[src/rtl/alu_pkg.sv]
// Shared ALU opcode encoding and response-entry layout for the request
// front end, the ALU and the benches that drive them.
package alu_pkg;

   localparam int XLEN_DEF  = 32;
   localparam int TAG_W_DEF = 4;

   typedef enum logic [3:0] {
      ALU_ADD  = 4'b0000,
      ALU_SUB  = 4'b0001,
      ALU_SLL  = 4'b0010,
      ALU_SLT  = 4'b0011,
      ALU_SLTU = 4'b0100,
      ALU_XOR  = 4'b0101,
      ALU_SRL  = 4'b0110,
      ALU_SRA  = 4'b0111,
      ALU_OR   = 4'b1000,
      ALU_AND  = 4'b1001
   } alu_op_t;

   localparam logic [3:0] ALU_OP_MAX = 4'b1001;

   typedef struct packed {
      logic [XLEN_DEF-1:0]  result;
      logic [TAG_W_DEF-1:0] tag;
      logic                 err;
      logic                 zero;
   } rsp_entry_t;

   function automatic logic op_illegal(input logic [3:0] op);
      return (op > ALU_OP_MAX);
   endfunction

endpackage

[src/rtl/alu_req_ctrl_if.sv]
// Request/response handshake bundle between issue logic, the ALU front end
// and the writeback consumer.
interface alu_req_ctrl_if #(
   parameter int XLEN  = 32,
   parameter int TAG_W = 4
);
   logic             req_valid;
   logic             req_ready;
   logic [3:0]       req_op;
   logic [XLEN-1:0]  req_a;
   logic [XLEN-1:0]  req_b;
   logic [TAG_W-1:0] req_tag;
   logic             rsp_valid;
   logic             rsp_ready;
   logic [XLEN-1:0]  rsp_result;
   logic [TAG_W-1:0] rsp_tag;
   logic             rsp_err;
   logic             rsp_zero;

   modport master (
      output req_valid, req_op, req_a, req_b, req_tag, rsp_ready,
      input  req_ready, rsp_valid, rsp_result, rsp_tag, rsp_err, rsp_zero
   );

   modport slave (
      input  req_valid, req_op, req_a, req_b, req_tag, rsp_ready,
      output req_ready, rsp_valid, rsp_result, rsp_tag, rsp_err, rsp_zero
   );
endinterface

[src/rtl/alu.sv]
// Combinational integer ALU; shifts use b[4:0], illegal selects yield zero.
module alu
   import alu_pkg::*;
#(
   parameter int XLEN = 32
) (
   input  logic [XLEN-1:0] a,
   input  logic [XLEN-1:0] b,
   input  logic [3:0]      sel,
   output logic [XLEN-1:0] y
);
   logic [4:0] shamt_s;

   assign shamt_s = b[4:0];

   // Operation select
   always_comb begin
      y = '0;
      case (sel)
         ALU_ADD:  y = a + b;
         ALU_SUB:  y = a - b;
         ALU_SLL:  y = a << shamt_s;
         ALU_SLT:  y = {{(XLEN-1){1'b0}}, ($signed(a) < $signed(b))};
         ALU_SLTU: y = {{(XLEN-1){1'b0}}, (a < b)};
         ALU_XOR:  y = a ^ b;
         ALU_SRL:  y = a >> shamt_s;
         ALU_SRA:  y = $unsigned($signed(a) >>> shamt_s);
         ALU_OR:   y = a | b;
         ALU_AND:  y = a & b;
         default:  y = '0;
      endcase
   end
endmodule

[src/rtl/sync_fifo.sv]
// Single-clock FIFO with occupancy count and synchronous flush; the head
// entry is presented from storage and holds while not popped.
module sync_fifo #(
   parameter int WIDTH = 8,
   parameter int DEPTH = 4,
   parameter int AW    = $clog2(DEPTH)
) (
   input  logic             clk,
   input  logic             rst_n,
   input  logic             flush,
   input  logic             push,
   input  logic [WIDTH-1:0] push_data,
   input  logic             pop,
   output logic [WIDTH-1:0] pop_data,
   output logic [AW:0]      count
);
   localparam logic [AW:0] FULL_CNT = (AW+1)'(DEPTH);

   logic [WIDTH-1:0] mem_r [DEPTH];
   logic [AW-1:0]    wr_ptr_r;
   logic [AW-1:0]    rd_ptr_r;
   logic [AW:0]      count_r;
   logic             do_push_s;
   logic             do_pop_s;

   assign do_pop_s  = pop && (count_r != '0);
   assign do_push_s = push && ((count_r < FULL_CNT) || do_pop_s);
   assign pop_data  = mem_r[rd_ptr_r];
   assign count     = count_r;

   // Storage, pointers and count; flush outranks push and pop
   always_ff @(posedge clk or negedge rst_n) begin
      if (!rst_n) begin
         for (int i = 0; i < DEPTH; i++) mem_r[i] <= '0;
         wr_ptr_r <= '0;
         rd_ptr_r <= '0;
         count_r  <= '0;
      end else if (flush) begin
         wr_ptr_r <= '0;
         rd_ptr_r <= '0;
         count_r  <= '0;
      end else begin
         if (do_push_s) begin
            mem_r[wr_ptr_r] <= push_data;
            wr_ptr_r        <= wr_ptr_r + AW'(1);
         end
         if (do_pop_s) begin
            rd_ptr_r <= rd_ptr_r + AW'(1);
         end
         case ({do_push_s, do_pop_s})
            2'b10:   count_r <= count_r + (AW+1)'(1);
            2'b01:   count_r <= count_r - (AW+1)'(1);
            default: count_r <= count_r;
         endcase
      end
   end
endmodule

[src/rtl/alu_req_ctrl.sv]
// Registered ALU front end: one operand stage feeding the ALU, results queued
// with tag/err/zero in a response FIFO under credit-based flow control.
module alu_req_ctrl
   import alu_pkg::*;
#(
   parameter int XLEN      = 32,
   parameter int TAG_W     = 4,
   parameter int RSP_DEPTH = 4
) (
   input  logic           clk,
   input  logic           rst_n,
   input  logic           flush,
   alu_req_ctrl_if.slave  bus,
   output logic           busy
);
   localparam int CW = $clog2(RSP_DEPTH) + 1;
   localparam int EW = XLEN + TAG_W + 2;

   logic             stage_valid_r;
   logic [3:0]       op_r;
   logic [XLEN-1:0]  a_r;
   logic [XLEN-1:0]  b_r;
   logic [TAG_W-1:0] tag_r;

   logic [CW-1:0]    count_s;
   logic [CW:0]      used_s;
   logic             ready_s;
   logic             accept_s;
   logic             push_s;
   logic             err_s;
   logic             zero_s;
   logic [XLEN-1:0]  alu_y_s;
   logic [XLEN-1:0]  result_s;
   logic [EW-1:0]    push_data_s;
   logic [EW-1:0]    head_s;

   // Stage plus queued entries may never exceed the FIFO, so no overflow check is needed on push
   assign used_s   = {1'b0, count_s} + {{CW{1'b0}}, stage_valid_r};
   assign ready_s  = (used_s < (CW+1)'(RSP_DEPTH));
   assign accept_s = bus.req_valid && ready_s && !flush;
   assign push_s   = stage_valid_r && !flush;

   assign err_s       = op_illegal(op_r);
   assign result_s    = err_s ? '0 : alu_y_s;
   assign zero_s      = (result_s == '0);
   assign push_data_s = {result_s, tag_r, err_s, zero_s};

   // Operand stage
   always_ff @(posedge clk or negedge rst_n) begin
      if (!rst_n) begin
         stage_valid_r <= 1'b0;
         op_r          <= 4'b0000;
         a_r           <= '0;
         b_r           <= '0;
         tag_r         <= '0;
      end else if (flush) begin
         stage_valid_r <= 1'b0;
      end else begin
         stage_valid_r <= accept_s;
         if (accept_s) begin
            op_r  <= bus.req_op;
            a_r   <= bus.req_a;
            b_r   <= bus.req_b;
            tag_r <= bus.req_tag;
         end
      end
   end

   alu #(.XLEN(XLEN)) u_alu (
      .a   (a_r),
      .b   (b_r),
      .sel (op_r),
      .y   (alu_y_s)
   );

   sync_fifo #(.WIDTH(EW), .DEPTH(RSP_DEPTH)) u_rsp_fifo (
      .clk       (clk),
      .rst_n     (rst_n),
      .flush     (flush),
      .push      (push_s),
      .push_data (push_data_s),
      .pop       (bus.rsp_ready),
      .pop_data  (head_s),
      .count     (count_s)
   );

   assign bus.req_ready = ready_s;
   assign bus.rsp_valid = (count_s != '0);
   assign {bus.rsp_result, bus.rsp_tag, bus.rsp_err, bus.rsp_zero} = head_s;
   assign busy = stage_valid_r || (count_s != '0);
endmodule

[src/flat_wrapper.sv]
// flat-port wrapper written by rule: the top's interface ports become plain ports
module alu_req_ctrl_flat import alu_pkg::*;
#(
   parameter int XLEN      = 32,
   parameter int TAG_W     = 4,
   parameter int RSP_DEPTH = 4
)
  (clk, rst_n, flush, busy, bus_req_valid, bus_req_op, bus_req_a, bus_req_b, bus_req_tag, bus_rsp_ready, bus_req_ready, bus_rsp_valid, bus_rsp_result, bus_rsp_tag, bus_rsp_err, bus_rsp_zero);
  alu_req_ctrl_if #(.XLEN(XLEN), .TAG_W(TAG_W)) bus_i ();
  input  logic clk;
  input  logic rst_n;
  input  logic flush;
  output logic busy;
  input wire logic [$bits(bus_i.req_valid)-1:0] bus_req_valid;
  input wire logic [$bits(bus_i.req_op)-1:0] bus_req_op;
  input wire logic [$bits(bus_i.req_a)-1:0] bus_req_a;
  input wire logic [$bits(bus_i.req_b)-1:0] bus_req_b;
  input wire logic [$bits(bus_i.req_tag)-1:0] bus_req_tag;
  input wire logic [$bits(bus_i.rsp_ready)-1:0] bus_rsp_ready;
  output wire logic [$bits(bus_i.req_ready)-1:0] bus_req_ready;
  output wire logic [$bits(bus_i.rsp_valid)-1:0] bus_rsp_valid;
  output wire logic [$bits(bus_i.rsp_result)-1:0] bus_rsp_result;
  output wire logic [$bits(bus_i.rsp_tag)-1:0] bus_rsp_tag;
  output wire logic [$bits(bus_i.rsp_err)-1:0] bus_rsp_err;
  output wire logic [$bits(bus_i.rsp_zero)-1:0] bus_rsp_zero;
  assign bus_i.req_valid = bus_req_valid;
  assign bus_i.req_op = bus_req_op;
  assign bus_i.req_a = bus_req_a;
  assign bus_i.req_b = bus_req_b;
  assign bus_i.req_tag = bus_req_tag;
  assign bus_i.rsp_ready = bus_rsp_ready;
  assign bus_req_ready = bus_i.req_ready;
  assign bus_rsp_valid = bus_i.rsp_valid;
  assign bus_rsp_result = bus_i.rsp_result;
  assign bus_rsp_tag = bus_i.rsp_tag;
  assign bus_rsp_err = bus_i.rsp_err;
  assign bus_rsp_zero = bus_i.rsp_zero;
  alu_req_ctrl #(.XLEN(XLEN), .TAG_W(TAG_W), .RSP_DEPTH(RSP_DEPTH)) u_core (.clk(clk), .rst_n(rst_n), .flush(flush), .bus(bus_i), .busy(busy));
endmodule
[config.mk]
export PLATFORM = sky130hd
export DESIGN_NAME = alu_req_ctrl_flat
export DESIGN_NICKNAME = d
export VERILOG_FILES = /design/src/rtl/alu_pkg.sv /design/src/rtl/alu_req_ctrl_if.sv /design/src/rtl/alu.sv /design/src/rtl/sync_fifo.sv /design/src/rtl/alu_req_ctrl.sv /design/src/flat_wrapper.sv
export SDC_FILE = /design/constraint.sdc
export NUM_CORES = 1
export LEC_CHECK = 0
export CORE_MARGIN = 2
export CORE_UTILIZATION = 35
export CTS_BUF_LIST = sky130_fd_sc_hd__clkbuf_4 sky130_fd_sc_hd__clkbuf_8 sky130_fd_sc_hd__clkbuf_16
export CTS_CLUSTER_DIAMETER = 50
export DETAILED_ROUTE_END_ITERATION = 7
export PLACE_DENSITY = 0.62
export SYNTH_ARGS = -nofsm -noshare
export SYNTH_HDL_FRONTEND = slang
export SYNTH_SLANG_ARGS = --single-unit
[constraint.sdc]
create_clock -name clk -period 11.1 [get_ports clk]
set_input_delay 1.11 -clock clk [delete_from_list [all_inputs] [get_ports clk]]
set_output_delay 1.11 -clock clk [all_outputs]
set_load 0.01 [all_outputs]
# --- Word level (Yosys, flattened, before mapping) ---
# Cells that the tools add are included.
totals:
  ff_bits: 232
  word_cells: 79
  output_inout_bits: 41
  inputBits: 77
classes:
  n_shift: 3
  muxes: 15
  bitwise_logic: 6
  reduce_logical: 17
  addsub: 7
  order_cmp: 8
  eq_ne: 11
op_table:
  columns: ["cell", "n"]
  rows:
  - ["32-bit case mux with 10 select lines", 1]
  - ["152-bit bitwise mux", 1]
  - ["38-bit 2-to-1 mux", 3]
  - ["38-bit binary-select mux with 2-bit select", 1]
  - ["38-bit demux with 2-bit select", 1]
  - ["32-bit less-than comparator", 2]
  - ["32-bit adder", 1]
  - ["32-bit AND", 1]
  - ["32-bit logical NOT", 1]
  - ["32-bit 2-to-1 mux", 1]
  - ["32-bit OR", 1]
  - ["32-bit by 5-bit << shifter with 32-bit output", 1]
  - ["32-bit by 5-bit >> shifter with 32-bit output", 1]
  - ["32-bit by 5-bit >>> shifter with 32-bit output", 1]
  - ["32-bit subtractor", 1]
  - ["32-bit XOR", 1]
  - ["4-bit by 3-bit == test with 1-bit output (second input constant)", 4]
  - ["4-bit by 2-bit == test with 1-bit output (second input constant)", 2]
  - ["4-bit == test (second input constant)", 2]
  - ["2-bit 2-to-1 mux", 4]
  - ["3-bit >= comparator (second input constant)", 2]
  - ["1-bit logical AND", 6]
  - ["2-bit NOT with 3-bit output", 2]
  - ["3-bit case mux with 2 select lines", 1]
  - ["20 further kinds", 25]

# --- Longest topological paths before layout ---
# Gate-level depths: netlist of the first run.
depth:
  depth_word: 7
  depth_mapped: 17
  mapped_depth_nobuf: 14

# --- By module ---
# From an unflattened synthesis of the first run, not the netlist that was laid out.
unflattened:
  hier_cells: 1922
  hier_area_um2: 18884.4
modules_own_cells:
  columns: ["mod", "cells_each", "seq_area_each_um2", "n_inst", "area_each_um2"]
  rows:
  - ["alu", 1287, 0.0, 1, 8064.0]
  - ["sync_fifo", 428, 3978.8, 1, 7440.9]
  - ["alu_req_ctrl", 207, 1826.8, 1, 3379.5]

# --- Worst setup path before layout of the first run ---
# Ideal clock, no wire load.
synth_timing:
  path_kind: "register to register"
  startpoint: "reg u_core.b_r[2]"
  endpoint: "reg u_core.u_rsp_fifo.mem_r[0] in the netlist's numbering"
  setup_time_ns: 0.096
  required_ns: 11.004
  path_stages_with_launch: 17
  arrival_time_ns: 4.292
  setup_slack_ns: 6.712
  period_less_slack_ns: 4.388
  path_buffers: 5
  path_cell_list: "dfrtp_1 > buf_2 > buf_2 > buf_2 > inv_2 > buf_1 > ha_1 > clkbuf_1 > nand3_1 > a211o_1 > a2111oi_0 > o21ai_0 > nand2b_1 > mux2_2 > a211oi_2 > nand4_2 > o31ai_1"
synth_via:
  elab_chain_cells: 5
  word_cells_on_any_way: 14
  classes_between: "add/sub: 2; order compare: 2; shift: 3; mux: 3; bitwise: 3; reduce/logical: 1"
synth_lines:
  columns: ["item", "line", "source"]
  rows:
  - ["from (decl)", "alu_req_ctrl.sv:22", "logic [XLEN-1:0] b_r;"]
  - ["from (signal assigned)", "alu_req_ctrl.sv:63", "b_r <= bus.req_b;"]
  - ["32-bit subtractor (tied with other cells)", "alu.sv:21", "ALU_SUB: y = a - b;"]
  - ["32-bit case mux with 10 select lines *", "alu.sv:19", "case (sel)"]
  - ["32-bit 2-to-1 mux *", "alu_req_ctrl.sv:44", "assign result_s = err_s ? '0 : alu_y_s;"]
  - ["32-bit logical NOT *", "alu_req_ctrl.sv:45", "assign zero_s = (result_s == '0);"]
  - ["152-bit bitwise mux *", "sync_fifo.sv:44", "mem_r[wr_ptr_r] <= push_data;"]
  - ["to (signal, indexed assignment)", "sync_fifo.sv:44", null]
  - ["to (decl)", "sync_fifo.sv:19", "logic [WIDTH-1:0] mem_r [DEPTH];"]
# Mark *: on every way between the ends. The rest lies on a longest branch, timed or not.
# A chain may end at the register's enable or synchronous reset.

# --- Final worst setup path of the first run ---
layout_timing:
  startpoint: "reg u_core.b_r[1]"
  endpoint: "reg u_core.u_rsp_fifo.mem_r[76] in the netlist's numbering"
# The elaborated chain is that of the path after synthesis.

==> results.yml, run 1 <==
outcome:
  status: "complete, no violations"
sta:
  final.min_clock_period_ns: 5.82
  finalSetupTns_ns: 0
  timing.final.setup_violations: 0
  final_critical_path_setup_slack_ns: 5.28
  slew_violations: 0
  final_hold_vio_count: 0
  slew_headroom_pct: 21.6
  rsz0062_at_grt: "false"
  finClkSkew_ns: 0.0282
  post-route-period-util_pct: 52.4
  max_slew.worst_pin.slew_ns: 1.16
  timing.fmax_mhz: 172
  whs_ns: 0.479
clock_tree:
  post_cts_buffers: 0
  ctsLongestPathBuffers: 3
  cts_hold_buf: 0
  cts_bufs_inserted: 36
  clock_tree_from_tritoncts: "done"
  clkLatencyLatePin_ns: 0.56
  postCtsResizedCells: 0
  clock_sink_count: 232
  h-tree-depth: 2
  clock_tree.root_cell: "clkbuf_16"
  path_clk_slew_ns: 0.05
die:
  die_width_um: 241
  io_pins: 118
  placeableCoreArea_um2: 55300
  die-height_um: 241
  initial_utilization_pct: 35.5
  die_area_um2: 58000
  row_count: 86
cells_and_area:
  count_of_antenna_diodes_in_the_layout: 0
  layout_cells_excl_fill: 3011
  filler_cell_count: 5624
  layout_common_cells: "264 x nand2_1, 227 x dfrtp_1, 199 x o21ai_0"
  multi_input_area_um2: 12700
  nNetsFinal: 2422
  postLayoutCoreUtil_pct: 40.8
  register_area_um2: 5820
  mostFrequentLayoutCell: "nand2_1"
  drive_above_1_share_pct: 15.7
  fin_area_um2: 22600
  synthToLayoutAreaGrowth_pct: 15.1
hold_path:
  hold_depth: 2
  timing.hold.worst.start: "u_core.u_rsp_fifo.mem_r[87]$_DFFE_PN0P_"
  hp-class: "reg2reg"
  whs_endpoint: "u_core.u_rsp_fifo.mem_r[87]$_DFFE_PN0P_"
synth:
  synthDistinctLibCells: 88
  yosys_warnings: 0
  dominantRegCellSynth: "dfrtp_1"
  postSynth.asyncResetShare_pct: 100
  synth_seq_cells: 232
  netlist_instances: 2219
  synth.avg_cell_area_um2: 8.84
  synth_enable_flop_cells: 0
  post_synth_instance_area_um2: 19600
  syn-num-nets: 2403
  yosysSeqAreaShare_pct: 29.6
power:
  p_int_mw: 3.20
  irDropWorstVdd_v: 0.000141
  power.clock.fraction_pct: 18.6
  power.density_nw_per_um2: 277
  share_comb_of_total_power_pct: 59.3
  sw_frac_of_total_pct: 48.8
  seqPwrFrac_pct: 22.1
  p_switching_mw: 3.05
  power.leakage_nw: 9.34
  totalPowerFinal_mw: 6.25
global_route:
  grt_use_total_pct: 28.2
  grt_pass1_wl_um: 122000
  largest_net_degree_at_the_start_of_global_routing: 97
  overflow: 0
  grt_pass1_vias: 18583
  number_of_antenna_violations_at_the_first_check_in_global_routing: 0
worst_setup_path:
  critPathMaxFanout: 48
  arrival_ns: 6.27
  worstReg2RegEnd: "u_core.u_rsp_fifo.mem_r[76]$_DFFE_PN0P_"
  r2r_start: "u_core.b_r[1]$_DFFE_PN0P_"
  endpoint_kind: "flip-flop"
  crit_path_cell_trace: "buf_4 -> inv_2 -> fa_1 -> nor2b_1 -> o22ai_1 -> o211ai_1 -> or2_2 -> a31o_2 -> a221oi_1 -> o2111ai_1 -> nor4_1 -> nand4_1 -> o31ai_1"
  critical_path.max_stage_delay_ns: 0.80
  crit_type: "reg2reg"
  slowest_stage_cell_cp: "dfrtp_4"
  crit_start: "u_core.b_r[1]$_DFFE_PN0P_"
  critPathLaunchType: "flip-flop"
  reg2regPathDepth: 13
  regToRegSetupSlack_ns: 5.28
  cp_data_required_time_ns: 11.55
detailed_routing:
  met3WireLength_um: 5870
  avgViaCountPerCell: 6.30
  dr_total_vias: 18976
  wirelength_um: 82700
  drt_pre_antenna_iters: 6
  detailedRoute.firstIterationViolations: 2093
  route.antenna.remaining_nets: 0
  routedWlPerCell_um: 27.5
  top_layer: "met4"
  drc: 0
  drt_met1_wl_um: 34800
  dr_wl_met2_um: 37700
placement:
  placement.cell_area_um2: 21400
  dp_worst_setup_slack_ns: 5.39
  dp_cells: 2948
  io_buffer_count: 117
  hpwlAfterDp_um: 62200
  finalWeightedCongestion: 1.05
run:
  max-cap-violations: 0
## flip-flops by register name, indices dropped and copies added (netlist names)
register,count
u_core.u_rsp_fifo.mem_r,152
u_core.a_r,32
u_core.b_r,32
u_core.op_r,4
u_core.tag_r,4
u_core.u_rsp_fifo.count,3
u_core.u_rsp_fifo.rd_ptr_r,2
u_core.u_rsp_fifo.wr_ptr_r,2
u_core.stage_valid_r,1
## worst max path at each step
stage | cells after the start | to
5_1_grt | 13 | u_core.u_rsp_fifo.mem_r[76]$_DFFE_PN0P_
2_1_floorplan | 16 | u_core.u_rsp_fifo.mem_r[0]$_DFFE_PN0P_
3_5_place_dp | 13 | u_core.u_rsp_fifo.mem_r[76]$_DFFE_PN0P_
6_report | 13 | u_core.u_rsp_fifo.mem_r[76]$_DFFE_PN0P_
3_3_place_gp | 13 | u_core.u_rsp_fifo.mem_r[38]$_DFFE_PN0P_
4_1_cts | 13 | u_core.u_rsp_fifo.mem_r[76]$_DFFE_PN0P_
## cell usage after synthesis (all sizes together) (10+ instances only)
cell | count | area [µm²]
nand4 | 19 | 125
o31ai | 22 | 165
and2 | 13 | 81.3
mux2i | 56 | 561
clkbuf | 131 | 492
nor2 | 111 | 417
ha | 104 | 1300
or3 | 16 | 100
inv | 109 | 409
mux2 | 132 | 1490
a22oi | 30 | 225
a211o | 10 | 87.6
nor4 | 26 | 163
or2 | 14 | 87.6
a21oi | 118 | 591
mux4 | 70 | 1580
o21a | 14 | 105
nor2b | 21 | 131
o22ai | 40 | 250
nand2 | 268 | 1010
nand3 | 42 | 210
a221oi | 12 | 105
o21ai | 199 | 996
nand2b | 23 | 144
nor3 | 39 | 195
a211oi | 31 | 238
o211ai | 30 | 225
dfrtp | 232 | 5810
a31oi | 19 | 119
o221ai | 17 | 149
a21o | 17 | 128
xnor2 | 16 | 140
buf | 46 | 250
## area by class of cell
class,instances,share of cell area [%]
well taps,748,4.14
inverters,109,1.82
clock buffers,47,4.55
repair buffers,158,6.57
clock inverters,16,0.925
flip-flops and latches,232,25.8
multi-input cells,1701,56.2
## cell families after synthesis
group | count (synthesis) | synth area share, %
flops | 232 | 29.6
xor+xnor | 21 | 0.937
simple gates | 646 | 15.8
mux | 258 | 18.5
buf+inv | 286 | 5.87
compound gates | 669 | 22.4
fa+ha+maj | 107 | 6.94
## power groups by stage
stage	registers [mW]	logic [mW]	clock network, mW
2_1_floorplan	1.22	2.40	0
3_3_place_gp	1.37	3.59	0
3_5_place_dp	1.39	3.60	0
4_1_cts	1.38	3.62	1.19
5_1_grt	1.42	3.93	1.23
6_report	1.38	3.71	1.17
## layer usage
layer	up-vias	global-route usage (%)
met1	9523	37.9
met3	221	3.61
li1	8282	-
met4	0	12.7
met5	-	0
met2	950	45.6
## worst max-delay path: cells and delay by family (launching register included)
kind	cells	cell delay, ns
AO/OA/AOI/OAI	6	2.06
adder cells (fa/ha/maj)	1	0.51
buffers and inverters	2	0.89
flip-flops	1	0.80
AND/OR/NAND/NOR	4	1.46
(Power assumes the default switching activity.)
==> run 2, diff against run 1 <==
PLACE_DENSITY = 0.64   (was 0.62)
clock period = 5.15 ns   (was 11.1 ns; I/O delays follow)
==> run 2 against run 1 <==
  * The flow now finishes with violations (hold timing)
  * Sequential cell count unchanged
  * Hold slack got worse by 0.50 ns
  * First-iteration DRC count shrank 9.0%
  * Largest cell class unchanged
  * Non-clock buffer count grew 76
  * Combinational power is 130% higher
  * Sequential power grew 110%
  * Clock power is 120% higher
  * Cell count up 2.6%
==> results.yml, run 2 (synthesis gave the netlist of run 1 again) <==
outcome:
  status: "complete, but fails checks"
  violations_in_the_final_reports: "hold timing"
cells_and_area:
  drive_above_1_share_pct: 18.5
  max_flop_register: "u_core.u_rsp_fifo.mem_r"
  fin_area_um2: 23200
  count_of_antenna_diodes_in_the_layout: 0
  nNetsFinal: 2499
  reg.largest.list: "u_core.u_rsp_fifo.mem_r x152, u_core.a_r x32, u_core.b_r x32"
  postLayoutCoreUtil_pct: 42.0
  flip_flop_count_of_the_largest_register_all_copies_and_words_added: 152
  synthToLayoutAreaGrowth_pct: 18.5
  mostFrequentLayoutCell: "nand2_1"
  layout_common_cells: "264 x nand2_1, 227 x dfrtp_1, 199 x o21ai_0"
sta:
  max_slew.worst_pin.slew_ns: 1.23
  slew_headroom_pct: 16.5
  post-route-period-util_pct: 97.2
  finalSetupTns_ns: 0
  final_hold_vio_count: 37
  rsz0062_at_grt: "false"
  finClkSkew_ns: 0.0299
  timing.fmax_mhz: 200
  whs_ns: -0.0229
  final.min_clock_period_ns: 5.01
  slew_violations: 0
  timing.final.setup_violations: 0
global_route:
  overflow: 0
  grt_use_total_pct: 29.9
  grt_pass1_vias: 19108
  largest_net_degree_at_the_start_of_global_routing: 151
  number_of_antenna_violations_at_the_first_check_in_global_routing: 8
  grt_pass1_wl_um: 128000
clock_tree:
  clkLatencyLatePin_ns: 0.57
  path_clk_slew_ns: 0.05
  clock_tree_from_tritoncts: "done"
  clock_tree.root_cell: "clkbuf_16"
  h-tree-depth: 2
  ctsLongestPathBuffers: 3
  cts_bufs_inserted: 37
  clock_sink_count: 232
  post_cts_buffers: 0
die:
  die-height_um: 241
  row_count: 86
  die_width_um: 241
  io_pins: 118
  die_area_um2: 58000
  placeableCoreArea_um2: 55300
  initial_utilization_pct: 35.5
detailed_routing:
  drc: 0
  dr_total_vias: 19373
  route.antenna.remaining_nets: 0
  detailedRoute.firstIterationViolations: 1904
  drt_pre_antenna_iters: 6
  avgViaCountPerCell: 6.27
  wirelength_um: 87700
  routedWlPerCell_um: 28.4
power:
  totalPowerFinal_mw: 14.0
  irDropWorstVdd_v: 0.000249
  power.leakage_nw: 9.77
  power.density_nw_per_um2: 603
placement:
  finalWeightedCongestion: 1.04
  hpwlAfterDp_um: 67200
  placement.cell_area_um2: 22000
  io_buffer_count: 117
worst_setup_path:
  critPathLaunchType: "flip-flop"
  cp_data_required_time_ns: 5.60
  crit_type: "reg2reg"
  arrival_ns: 5.45
  critPathMaxFanout: 40
  endpoint_kind: "flip-flop"
run:
  max-cap-violations: 0
hold_path:
  hp-class: "in2async"
-- run 2: cell types whose count changed in the layout (fill, tap and decap cells not counted), sizes merged --
cell	delta
clkinvlp	-4
bufinv	-1
inv	-4
clkbuf	+5
buf	+76
clkinv	+6
-- run 2: what timing repair did --
| action | CTS | global route |
|---|---|---|
| hold endpoints to repair | 0 | 0 |
| hold buffers | 0 | 0 |
| setup endpoints to repair | 0 | 4 |
| resized for setup | 0 | 1 |
-- run 2: area by class of cell --
| type | count | area (µm²) |
|---|---|---|
| tap | 748 | 936 |
| inverter | 109 | 412 |
| fill | 5567 | 32100 |
| timing repair buffer | 234 | 2100 |
| multi-input combinational | 1701 | 12700 |
| clock buffer | 52 | 1120 |
| clock inverter | 13 | 150 |
| sequential | 232 | 5820 |
-- run 2: worst paths after layout --
path,from,end,slack [ns],depth (start not counted)
max in group asynchronous,rst_n,u_core.b_r[0]$_DFFE_PN0P_,3.78,2
hold reg to reg,u_core.u_rsp_fifo.mem_r[144]$_DFFE_PN0P_,u_core.u_rsp_fifo.mem_r[144]$_DFFE_PN0P_,0.48,2
setup / recovery,u_core.b_r[2]$_DFFE_PN0P_,u_core.u_rsp_fifo.mem_r[76]$_DFFE_PN0P_,0.14,13
setup reg to reg,u_core.b_r[2]$_DFFE_PN0P_,u_core.u_rsp_fifo.mem_r[76]$_DFFE_PN0P_,0.14,13
hold / removal,rst_n,u_core.u_rsp_fifo.mem_r[101]$_DFFE_PN0P_,-0.02,1
min in group clk,u_core.u_rsp_fifo.mem_r[144]$_DFFE_PN0P_,u_core.u_rsp_fifo.mem_r[144]$_DFFE_PN0P_,0.48,2
-- run 2: per-stage QoR --
stage                     hold WS, ns  worst slack (ns)  instances
after global placement          0.456             0.349       3024
after floorplan                 0.219             0.762       2219
after detailed placement        0.468             0.212       3024
after CTS                     0.00945             0.197       3089
after global routing           0.0154           0.00615       3089
final                         -0.0229             0.143       3089
-- run 2: power by group --
group,switching [mW],total (mW),internal [mW],leakage [nW]
clock,0.924,2.55,1.62,0.634
combinational,5.33,8.61,3.28,6.13
sequential,0.520,2.87,2.35,3.00
-- run 2: worst max-delay path, cell delays in order, from the launching register on --
cell and delay [ns]:
dfrtp_4 0.71, inv_2 0.13, buf_4 0.31, ha_1 0.31, nor2b_1 0.07, a2111o_1 0.44
a31oi_1 0.58, o22ai_1 0.16, a211oi_1 0.72, or3b_2 0.49, nor4_1 0.29, buf_4 0.19
nand4_1 0.16, o31ai_1 0.30
-- run 2: metal layers --
metal  GRT usage (%)  share of wire [%]  vias up
li1                -                  -     8422
met1            38.0                 41     9744
met2            49.4                 47      967
met3            5.20                7.4      230
met4            14.1                5.2       10
met5               0              0.087        -
==> run 3, diff against run 2 <==
CORE_ASPECT_RATIO = 2   (was not set)
CTS_BUF_LIST = sky130_fd_sc_hd__clkbuf_8   (was sky130_fd_sc_hd__clkbuf_4 sky130_fd_sc_hd__clkbuf_8 sky130_fd_sc_hd__clkbuf_16)
==> run 3 against run 2 <==
  * The flow now finishes without violations
  * Combinational power increased by 6.7%
  * Sequential cell count unchanged
  * Largest power group unchanged
  * Total power about the same
  * Cell count increased by 2.3%
  * Non-clock buffer count increased by 61
  * Setup slack improved by 0.14 ns
==> results.yml, run 3 (synthesis gave the netlist of run 1 again) <==
sta:
  timing.fmax_mhz: 205
  slew_headroom_pct: 1.86
  whs_ns: 0.433
  rsz0062_at_grt: "false"
  post-route-period-util_pct: 94.6
  final_critical_path_setup_slack_ns: 0.278
  final.min_clock_period_ns: 4.87
  max_slew.worst_pin.slew_ns: 1.47
  finalSetupTns_ns: 0
  finClkSkew_ns: 0.0615
  final_hold_vio_count: 0
  timing.final.setup_violations: 0
  slew_violations: 0
die:
  die_area_um2: 58100
  placeableCoreArea_um2: 55400
  initial_utilization_pct: 35.4
  io_pins: 118
  die_width_um: 171
  row_count: 122
  die-height_um: 339
cells_and_area:
  filler_cell_count: 5551
  multi_input_area_um2: 12700
  nNetsFinal: 2565
  register_area_um2: 5820
  fin_area_um2: 23400
  synthToLayoutAreaGrowth_pct: 19.3
  reg.largest.list: "u_core.u_rsp_fifo.mem_r x152, u_core.a_r x32, u_core.b_r x32"
  layout_cells_excl_fill: 3160
  max_flop_register: "u_core.u_rsp_fifo.mem_r"
  layout_common_cells: "264 x nand2_1, 227 x dfrtp_1, 199 x o21ai_0"
  drive_above_1_share_pct: 20.5
  postLayoutCoreUtil_pct: 42.2
  flip_flop_count_of_the_largest_register_all_copies_and_words_added: 152
  mostFrequentLayoutCell: "nand2_1"
detailed_routing:
  drc: 0
  detailedRoute.firstIterationViolations: 1833
  dr_total_vias: 19863
  top_layer: "met5"
  drt_met1_wl_um: 31900
  route.antenna.remaining_nets: 0
  drt_pre_antenna_iters: 6
  routedWlPerCell_um: 31.4
  wirelength_um: 99300
  avgViaCountPerCell: 6.29
  met3WireLength_um: 4940
  dr_wl_met2_um: 50800
worst_setup_path:
  critPathLaunchType: "flip-flop"
  endpoint_kind: "flip-flop"
  crit_type: "reg2reg"
  arrival_ns: 5.36
  cp_data_required_time_ns: 5.64
  critPathMaxFanout: 20
placement:
  placement.cell_area_um2: 22400
  dp_worst_setup_slack_ns: 0.425
  finalWeightedCongestion: 1.05
  dp_cells: 3080
  hpwlAfterDp_um: 79100
  io_buffer_count: 117
global_route:
  grt_pass1_vias: 20347
  number_of_antenna_violations_at_the_first_check_in_global_routing: 3
  grt_use_total_pct: 33.7
  overflow: 0
  largest_net_degree_at_the_start_of_global_routing: 111
  grt_pass1_wl_um: 140000
hold_path:
  hp-class: "in2reg"
clock_tree:
  postCtsResizedCells: 0
  path_clk_slew_ns: 0.06
  ctsLongestPathBuffers: 3
  cts_bufs_inserted: 42
  clock_tree.root_cell: "clkbuf_8"
  clkLatencyLatePin_ns: 0.63
  h-tree-depth: 2
  post_cts_buffers: 0
  clock_sink_count: 232
  clock_tree_from_tritoncts: "done"
power:
  irDropWorstVdd_v: 0.000276
  power.density_nw_per_um2: 599
  power.leakage_nw: 9.95
  totalPowerFinal_mw: 14.0
run:
  max-cap-violations: 0
outcome:
  status: "complete, no violations"
## run 3: critical path, cell delays in order, from the launching register on
cell and delay [ns]:
dfrtp_2 0.63, inv_1 0.50, ha_1 0.45, mux2i_1 0.16, o22ai_1 0.10, o311ai_1 0.28, o21ai_0 0.15, a2111oi_0 0.81
buf_4 0.23, and4b_1 0.31, nor3b_1 0.22, buf_4 0.15, nor4b_1 0.21, nand4_1 0.13, buf_4 0.17, o31ai_1 0.22
## run 3: area by class of cell
type,count,area share [%]
multi-input combinational,1701,54.4
timing repair buffer,295,11.0
antenna,2,0.0214
sequential,232,24.9
clock buffer,50,2.94
clock inverter,27,1.07
inverter,109,1.76
tap,744,3.98
## run 3: what timing repair did
item | 4_1_cts | 5_1_grt
setup endpoints to repair | 0 | 0
hold buffers | 1 | 0
endpoints found under the hold margin | 21 | 0
## run 3: power breakdown
group / leakage [nW] / switching [mW] / internal, mW
Sequential: 3.00 / 0.474 / 2.34
Combinational: 6.43 / 5.70 / 3.49
Clock: 0.519 / 0.902 / 1.10
Total: 9.95 / 7.08 / 6.93
## run 3: final timing paths
check,from,slack [ns],to,cells past startpoint
worst max-delay path,u_core.b_r[0]$_DFFE_PN0P_,0.28,u_core.u_rsp_fifo.mem_r[76]$_DFFE_PN0P_,15
worst min-delay path,bus_req_op[2],0.43,u_core.op_r[2]$_DFFE_PN0P_,3
worst max register to register,u_core.b_r[0]$_DFFE_PN0P_,0.28,u_core.u_rsp_fifo.mem_r[76]$_DFFE_PN0P_,15
worst min register to register,u_core.u_rsp_fifo.mem_r[69]$_DFFE_PN0P_,0.48,u_core.u_rsp_fifo.mem_r[69]$_DFFE_PN0P_,2
max in group asynchronous,rst_n,3.40,u_core.u_rsp_fifo.rd_ptr_r[0]$_DFFE_PN0P_,3
min in group asynchronous,rst_n,0.55,u_core.a_r[29]$_DFFE_PN0P_,2
## run 3: per-layer routing
metal | vias up | global-route usage, %
li1 | 8562 | -
met3 | 426 | 4.57
met1 | 9916 | 32.6
met4 | 2 | 32.4
met5 | - | 0
met2 | 957 | 59.6
